## src/rtl/gf2m_mul_serial.sv

```systemverilog
// Bit-serial MSB-first GF(2^N) multiplier, OUT = A*B mod (x^N + POLY).
// One product per transaction with valid/ready on both the operand and result sides.
module gf2m_mul_serial #(
  parameter int unsigned   N    = 5,
  parameter logic [N-1:0]  POLY = N'(5'b00101)
) (
  input  logic         CLK,
  input  logic         RST_N,
  input  logic [N-1:0] A,
  input  logic [N-1:0] B,
  input  logic         IN_VALID,
  output logic         IN_READY,
  output logic [N-1:0] OUT,
  output logic         OUT_VALID,
  input  logic         OUT_READY,
  output logic         BUSY
);

  localparam int unsigned CW = 10;

  typedef enum logic [1:0] {
    IDLE = 2'd0,
    RUN  = 2'd1,
    DONE = 2'd2
  } state_t;

  state_t         state_q, state_d;
  logic [N-1:0]   a_q, a_d;
  logic [N-1:0]   b_q, b_d;
  logic [N-1:0]   acc_q, acc_d;
  logic [CW-1:0]  cnt_q, cnt_d;
  logic [N-1:0]   out_q, out_d;
  logic           out_valid_q, out_valid_d;
  logic           in_ready_q, in_ready_d;
  logic           busy_q, busy_d;
  logic [N-1:0]   step_c;

  // One Horner step: acc*x mod f, plus A if the current multiplier bit is set.
  // b_q is shifted left each step so its MSB is always the bit cnt points at.
  always_comb begin
    step_c = {acc_q[N-2:0], 1'b0} ^ (acc_q[N-1] ? POLY : '0) ^ (b_q[N-1] ? a_q : '0);
  end

  always_ff @(posedge CLK) begin
    if (!RST_N) begin
      state_q     <= IDLE;
      a_q         <= '0;
      b_q         <= '0;
      acc_q       <= '0;
      cnt_q       <= '0;
      out_q       <= '0;
      out_valid_q <= 1'b0;
      in_ready_q  <= 1'b1;
      busy_q      <= 1'b0;
    end else begin
      state_q     <= state_d;
      a_q         <= a_d;
      b_q         <= b_d;
      acc_q       <= acc_d;
      cnt_q       <= cnt_d;
      out_q       <= out_d;
      out_valid_q <= out_valid_d;
      in_ready_q  <= in_ready_d;
      busy_q      <= busy_d;
    end
  end

  always_comb begin
    state_d     = state_q;
    a_d         = a_q;
    b_d         = b_q;
    acc_d       = acc_q;
    cnt_d       = cnt_q;
    out_d       = out_q;
    out_valid_d = out_valid_q;

    case (state_q)
      IDLE: begin
        if (IN_VALID) begin
          a_d     = A;
          b_d     = B;
          acc_d   = '0;
          cnt_d   = CW'(N - 1);
          state_d = RUN;
        end
      end
      RUN: begin
        acc_d = step_c;
        b_d   = b_q << 1;
        if (cnt_q == '0) begin
          out_d       = step_c;
          out_valid_d = 1'b1;
          state_d     = DONE;
        end else begin
          cnt_d = cnt_q - CW'(1);
        end
      end
      DONE: begin
        if (OUT_READY) begin
          out_valid_d = 1'b0;
          state_d     = IDLE;
        end
      end
      default: begin
        state_d     = IDLE;
        out_valid_d = 1'b0;
      end
    endcase

    // Status flags track the next state so they are registered alongside it.
    in_ready_d = (state_d == IDLE);
    busy_d     = (state_d == RUN);
  end

  assign IN_READY  = in_ready_q;
  assign BUSY      = busy_q;
  assign OUT       = out_q;
  assign OUT_VALID = out_valid_q;

endmodule

```

## config.mk

```make
export PLATFORM = sky130hd
export DESIGN_NAME = gf2m_mul_serial
export DESIGN_NICKNAME = d
export VERILOG_FILES = /design/src/rtl/gf2m_mul_serial.sv
export SDC_FILE = /design/constraint.sdc
export NUM_CORES = 1
export LEC_CHECK = 0
export CAP_MARGIN = 15
export CORE_AREA = 3 3 83 85
export CTS_CLUSTER_SIZE = 12
export DETAILED_ROUTE_END_ITERATION = 10
export DIE_AREA = 0 0 86 88
export GPL_TIMING_DRIVEN = 0
export PLACE_DENSITY_LB_ADDON = 0.15
export SLEW_MARGIN = 20
export SYNTH_ARGS = -nofsm -noshare
export SYNTH_HDL_FRONTEND = slang
export SYNTH_SLANG_ARGS = --single-unit
```

## constraint.sdc

```tcl
create_clock -name CLK -period 3 [get_ports CLK]
set_clock_uncertainty 0.2 [all_clocks]
set_input_delay 0.9 -clock CLK [delete_from_list [all_inputs] [get_ports CLK]]
set_output_delay 0.9 -clock CLK [all_outputs]
set_load 0.02 [all_outputs]
```

==> results of run 1 <==
[per-layer routing]
metal / vias up / global-route usage
li1: 670 / -
met1: 598 / 0.149
met2: 25 / 0.156
met3: 2 / 0.0273
met4: 0 / 0.0302
met5: - / 0
[placed cells by master (no fill, tap or decap), types with 5 or more instances in the layout]
cell type        count
a21oi_1             13
clkbuf_8             6
nor2_1              16
a211oi_1             5
dfxtp_1             35
nand2_1             29
o21ai_0              7
xor2_1               5
or3_1                7
clkdlybuf4s50_1     21
[registers in the layout (all words and copies together) (netlist names)]
| register | count |
|---|---|
| IN_READY | 1 |
| a_q | 5 |
| state_q | 2 |
| acc_q | 5 |
| cnt_q | 10 |
| OUT_VALID | 1 |
| BUSY | 1 |
| b_q | 5 |
| OUT | 5 |
[power groups by stage]
stage               Combinational [W]  Sequential (W)  Clock (W)
floorplan                    0.000674        0.000730          0
global placement             0.000964        0.000711          0
detailed placement           0.000961        0.000710          0
CTS                          0.000967        0.000700   0.000358
global route                  0.00108        0.000718   0.000374
finish                       0.000946        0.000700   0.000352
[synth_stat cells, types with 2 or more instances]
| cell type | number | area, um2 |
|---|---|---|
| a22oi_1 | 3 | 22.5 |
| xor2_1 | 5 | 43.8 |
| nor2_1 | 16 | 60.1 |
| buf_2 | 2 | 10.0 |
| or3_1 | 7 | 43.8 |
| inv_1 | 4 | 15.0 |
| o21ai_0 | 7 | 35.0 |
| ha_1 | 2 | 25.0 |
| a311oi_1 | 3 | 26.3 |
| mux2i_1 | 4 | 40.0 |
| nand3b_1 | 2 | 15.0 |
| a211oi_1 | 5 | 37.5 |
| dfxtp_1 | 35 | 701 |
| nor3b_1 | 3 | 22.5 |
| a21boi_0 | 2 | 15.0 |
| a21oi_1 | 13 | 65.1 |
| xnor2_1 | 2 | 17.5 |
| nand2_1 | 29 | 109 |
| nand2b_1 | 4 | 25.0 |
| nor2b_1 | 4 | 25.0 |
| and2_1 | 2 | 12.5 |
| nand3_1 | 3 | 15.0 |
| clkbuf_1 | 4 | 15.0 |
[logic make-up after synthesis]
group / count (synthesis) / synth area share
AOI/OAI and AO/OA: 41 / 0.175
xor gates and xnor gates: 7 / 0.0398
DFF: 35 / 0.455
adders and majority gates: 2 / 0.0162
muxes: 4 / 0.0260
buffers and inverters: 11 / 0.0333
and+or+nand+nor: 76 / 0.255
[worst min path at each step]
stage / from / to / slack [ps] / depth (start not counted)
2_1_floorplan: a_q[0]$_SDFFE_PN0P_ / a_q[0]$_SDFFE_PN0P_ / 240 / 2
6_report: a_q[1]$_SDFFE_PN0P_ / a_q[1]$_SDFFE_PN0P_ / 260 / 2
3_3_place_gp: a_q[2]$_SDFFE_PN0P_ / a_q[2]$_SDFFE_PN0P_ / 250 / 2
4_1_cts: a_q[1]$_SDFFE_PN0P_ / a_q[1]$_SDFFE_PN0P_ / 260 / 2
5_1_grt: a_q[4]$_SDFFE_PN0P_ / a_q[4]$_SDFFE_PN0P_ / 290 / 2
3_5_place_dp: a_q[1]$_SDFFE_PN0P_ / a_q[1]$_SDFFE_PN0P_ / 250 / 2
[through the flow]
stage / utilization / setup slack [ps] / total power [W] / instance area (um2) / hold WS [ps]
finish: 0.308 / 401 / 0.00200 / 1940 / 260
global route: 0.308 / 273 / 0.00217 / 1940 / 289
CTS: 0.308 / 378 / 0.00202 / 1940 / 260
detailed placement: 0.294 / 101 / 0.00167 / 1850 / 251
global placement: 0.294 / 50.6 / 0.00167 / 1850 / 248
floorplan: - / 833 / 0.00140 / 1540 / 237
[worst min-delay path, stage by stage (launching register included)]
cell,delay (ps)
dfxtp_1,310
nand2_1,50
a21oi_1,50
[area by class of cell]
type                            count  area, um2  area share
Clock inverter                      1       5.00     0.00259
Timing Repair Buffer               21        210       0.109
Tap cell                           77       96.3      0.0498
Buffer                              7       36.3      0.0187
Inverter                            4       15.0     0.00776
Sequential cell                    35        701       0.362
Clock buffer                        6       82.6      0.0427
Multi-Input combinational cell    130        790       0.408
==> flow_metrics.py, run 1 <==
metrics = {
    "critical_path": {
        "r2r_start": "cnt_q[5]$_SDFFE_PN0P_",
        "cp-startpoint": "IN_VALID",
        "crit_required_ps": 3010,
        "crit_chain": "clkdlybuf4s50_1, o21ba_2, buf_2, o2111ai_1, or4_1, a21oi_1",
        "worstSetupPathDepth": 6,
        "crit_type": "input pin to flop",
        "crit_path_end": "cnt_q[7]$_SDFFE_PN0P_",
        "crit_family": "buffers and inverters",
        "rrSetupSlack_ps": 790,
        "critPathSlowestCell": "clkdlybuf4s50_1",
        "cp-end-kind": "flop",
        "crit_arrival_ps": 2610,
        "critPathMaxFanout": 10,
        "critPathMaxStageDelay_ps": 540,
        "crit_buf_inv": 2,
        "reg2regPathDepth": 5,
        "cp-start-kind": "input pin",
        "timing.rr.end": "OUT[2]$_SDFFE_PN0P_",
    },
    "placed_design": {
        "place_inst": 274,
        "gp_congestion": 0.738,
        "hpwl_um": 2580,
        "io_buffers": 21,
    },
    "sta": {
        "max_freq_ghz": 0.385,
        "maxSlewViolCount": 0,
        "hold_violations": 0,
        "worst_slew_pin_slew_ps": 941,
        "maxSlewHeadroom": 0.371,
        "setup_tns_ps": 0,
        "setup_violations": 0,
        "fin_crit_ps": 2600,
        "rsz0062_at_grt": "no",
        "fin_crit_sh": 0.866,
    },
    "die": {
        "io_pins": 22,
        "die_h_um": 88,
        "rows": 29,
        "die_x_um": 86,
        "dieArea_um2": 7570,
        "core_area_um2": 6280,
        "start_util": 0.246,
    },
    "global_routing": {
        "antenna_found_initial": 0,
        "grt_start_max_net_pins": 11,
        "grt_pass1_vias": 1305,
        "grt_overflow": 0,
        "gr-usage-all-layers": 0.105,
        "grt_pass1_wl_um": 6270,
    },
    "final_layout": {
        "num_antenna_cells": 0,
        "drive_gt1_frac": 0.0784,
        "area_delta_synth_final_pct": 25.6,
        "fin_nets": 220,
        "stdcell_count": 281,
        "num-fill-cells": 692,
    },
    "clocking": {
        "clk-insertion-delay-late_ps": 280,
        "clockBufferDepth": 2,
        "cts_setup_buffers": 0,
        "holdBufCountCts": 0,
        "cts_sinks": 35,
        "clk_pin_slew_worst_paths_ps": 70,
        "cts_root_buffer": "clkbuf_8",
        "cts_tree": "done",
        "cts_resized": 0,
        "cts_buffers": 5,
        "htreeDepth": 2,
    },
    "power_and_ir_drop": {
        "swShare": 0.399,
        "power_frac_seq": 0.350,
        "clock_power_share": 0.176,
        "ir_drop_v": 0.000250,
        "switchingPower_w": 0.000797,
        "power.leakage_nw": 0.685,
        "p_int_w": 0.00120,
        "power_density_nw_per_um2": 1030,
        "pwr-share-comb": 0.474,
    },
    "detailed_routing": {
        "wl_met3_um": 150,
        "wl_met1_um": 1850,
        "route.detailed.drc": 0,
        "wl_per_cell_um": 12.8,
        "via_count": 1295,
        "dr_wl_met2_um": 1550,
        "dr.pass1.iters": 4,
        "drt_iter0_markers": 85,
        "vias_per_cell": 4.61,
        "routed_wl_um": 3590,
        "highest_layer": "met4",
        "ant_nets": 0,
    },
    "logic_synthesis": {
        "synth-main-ff-cell": "dfxtp_1",
        "ys_warn_count": 0,
        "synth_cells": 176,
        "yosysUniqueCellTypes": 38,
        "synth_seq_cells": 35,
        "synth_enable_flop_cells": 0,
        "synth_seq_area_share": 0.455,
        "postSynth.asyncResetShare": 0,
        "syn_area_um2": 1540,
        "synth.avg_cell_area_um2": 8.76,
        "syn-num-nets": 192,
    },
    "outcome": {
        "status": "finished, final reports clean",
    },
    "hold_path": {
        "min_path_type": "flop to flop",
    },
    "run": {
        "max_cap_violations": 0,
    },
}
No activity file was read; power rests on OpenSTA's default activity.
==> inputs of run 2 (changes only) <==
--- a/config.mk
+++ b/config.mk
@@ -10,7 +10,6 @@
 export CTS_CLUSTER_SIZE = 12
 export DETAILED_ROUTE_END_ITERATION = 10
 export DIE_AREA = 0 0 86 88
-export GPL_TIMING_DRIVEN = 0
 export PLACE_DENSITY_LB_ADDON = 0.15
 export SLEW_MARGIN = 20
 export SYNTH_ARGS = -nofsm -noshare
==> run 2 against run 1 <==
  * Via count barely moved
  * Die area did not move
  * Sequential power rose by 2%
  * Critical endpoint is now OUT[1]
  * First-iteration DRC count fell by 21%
  * Count of clock-buffer cells in the layout did not move
  * Maximum frequency rose by 12%
==> flow_metrics.py, run 2 (synthesis results as in run 1) <==
metrics = {
    "outcome": {
        "status": "finished, final reports clean",
    },
    "final_layout": {
        "area_delta_synth_final_pct": 26.0,
        "regMostFlops": "cnt_q",
        "drive_gt1_frac": 0.0931,
        "layout_commonest_cell": "dfxtp_1",
        "num_antenna_cells": 0,
        "fin_nets": 219,
        "largest_reg_flops": 10,
        "fin_util": 0.309,
        "num-fill-cells": 667,
        "regArea_um2": 701,
        "stdcell_count": 281,
        "mostFrequentLayoutCells": "dfxtp_1, nand2_1, clkdlybuf4s50_1, nor2_1, a21oi_1",
        "multi_input_comb_area_um2": 790,
        "finalInstanceArea_um2": 1940,
    },
    "placed_design": {
        "dp_slack_ps": 409,
        "gp_congestion": 0.719,
        "io_buffers": 21,
        "hpwl_um": 2610,
        "place_inst": 273,
        "dpl_cell_area_um2": 1860,
    },
    "critical_path": {
        "critPathMaxFanout": 2,
        "critPathMaxStageDelay_ps": 600,
        "crit_arrival_ps": 1230,
        "cp-end-kind": "output pin",
        "crit_chain": "clkdlybuf4s50_1",
        "crit_buf_inv": 1,
        "crit_family": "buffers and inverters",
        "cp-start-kind": "flop",
        "crit_type": "flop to output pin",
        "critPathSlowestCell": "clkdlybuf4s50_1",
        "crit_required_ps": 1900,
    },
    "detailed_routing": {
        "drt_iter0_markers": 67,
        "wl_per_cell_um": 13.2,
        "route.detailed.drc": 0,
        "via_count": 1294,
        "dr.pass1.iters": 4,
        "routed_wl_um": 3710,
        "vias_per_cell": 4.60,
        "ant_nets": 0,
    },
    "sta": {
        "setup_ws_ps": 673,
        "maxSlewViolCount": 0,
        "max_freq_ghz": 0.430,
        "maxSlewHeadroom": 0.552,
        "setup_tns_ps": 0,
        "fin_crit_sh": 0.776,
        "worst_slew_pin_slew_ps": 671,
        "hold_violations": 0,
        "rsz0062_at_grt": "no",
        "fin_crit_ps": 2330,
        "setup_violations": 0,
    },
    "clocking": {
        "htreeDepth": 2,
        "cts_resized": 0,
        "cts_tree": "done",
        "clockBufferDepth": 2,
        "holdBufCountCts": 0,
        "clk-insertion-delay-late_ps": 290,
        "cts_root_buffer": "clkbuf_8",
        "cts_buffers": 5,
        "clk_pin_slew_worst_paths_ps": 70,
        "cts_sinks": 35,
        "cts_setup_buffers": 0,
    },
    "power_and_ir_drop": {
        "power_density_nw_per_um2": 1030,
        "ir_drop_v": 0.000424,
        "power.leakage_nw": 0.688,
    },
    "global_routing": {
        "grt_util_met3": 0.0282,
        "use_met2": 0.155,
        "busiest_layer": "met2",
        "grt_pass1_vias": 1229,
        "grt_pass1_wl_um": 6270,
        "grt_use_met1": 0.149,
        "grt_start_max_net_pins": 17,
        "gr-usage-all-layers": 0.106,
        "antenna_found_initial": 0,
        "grt_overflow": 0,
    },
    "die": {
        "start_util": 0.246,
        "core_area_um2": 6280,
        "dieArea_um2": 7570,
        "io_pins": 22,
        "die_h_um": 88,
        "rows": 29,
        "die_x_um": 86,
    },
    "run": {
        "max_cap_violations": 0,
    },
    "hold_path": {
        "min_path_type": "flop to flop",
    },
}
-- run 2: changes by cell type in the layout (fill, tap and decap cells not counted) --
| cell | change |
|---|---|
| buf_4 | +6 |
| clkinvlp_4 | +1 |
| clkbuf_1 | -3 |
| clkbuf_8 | -1 |
| buf_2 | -2 |
| buf_6 | -1 |
-- run 2: layout make-up --
class | instances | share of cell area
well taps | 77 | 0.0496
multi-input cells | 130 | 0.407
repair buffers | 27 | 0.131
clock inverters | 2 | 0.00644
flip-flops and latches | 35 | 0.361
inverters | 4 | 0.00773
clock buffers | 6 | 0.0374
-- run 2: path summary, 6_finish.rpt --
| check | endpoint | startpoint | cells after the start | slack, ps |
|---|---|---|---|---|
| setup / recovery | OUT[1] | OUT[1]$_SDFFE_PN0P_ | 1 | 670 |
| hold / removal | a_q[2]$_SDFFE_PN0P_ | a_q[2]$_SDFFE_PN0P_ | 2 | 260 |
| setup reg to reg | OUT[2]$_SDFFE_PN0P_ | cnt_q[5]$_SDFFE_PN0P_ | 4 | 830 |
| hold reg to reg | a_q[2]$_SDFFE_PN0P_ | a_q[2]$_SDFFE_PN0P_ | 2 | 260 |
-- run 2: power by group --
group          internal (W)  switching (W)  total, W
clock network      0.000162       0.000175  0.000338
logic              0.000421       0.000523  0.000944
registers          0.000601       0.000113  0.000714
total               0.00118       0.000811   0.00200
-- run 2: metal layers --
layer  wire length [um]  up-vias
met2               1560       24
met4                 72        0
met5                  0        -
met3                183        6
li1                   -      669
met1               1900      595
-- run 2: through the flow --
step,hold slack [ps],total power [W]
floorplan,237,0.00140
global placement,248,0.00169
detailed placement,247,0.00168
CTS,259,0.00203
global route,295,0.00217
finish,257,0.00200
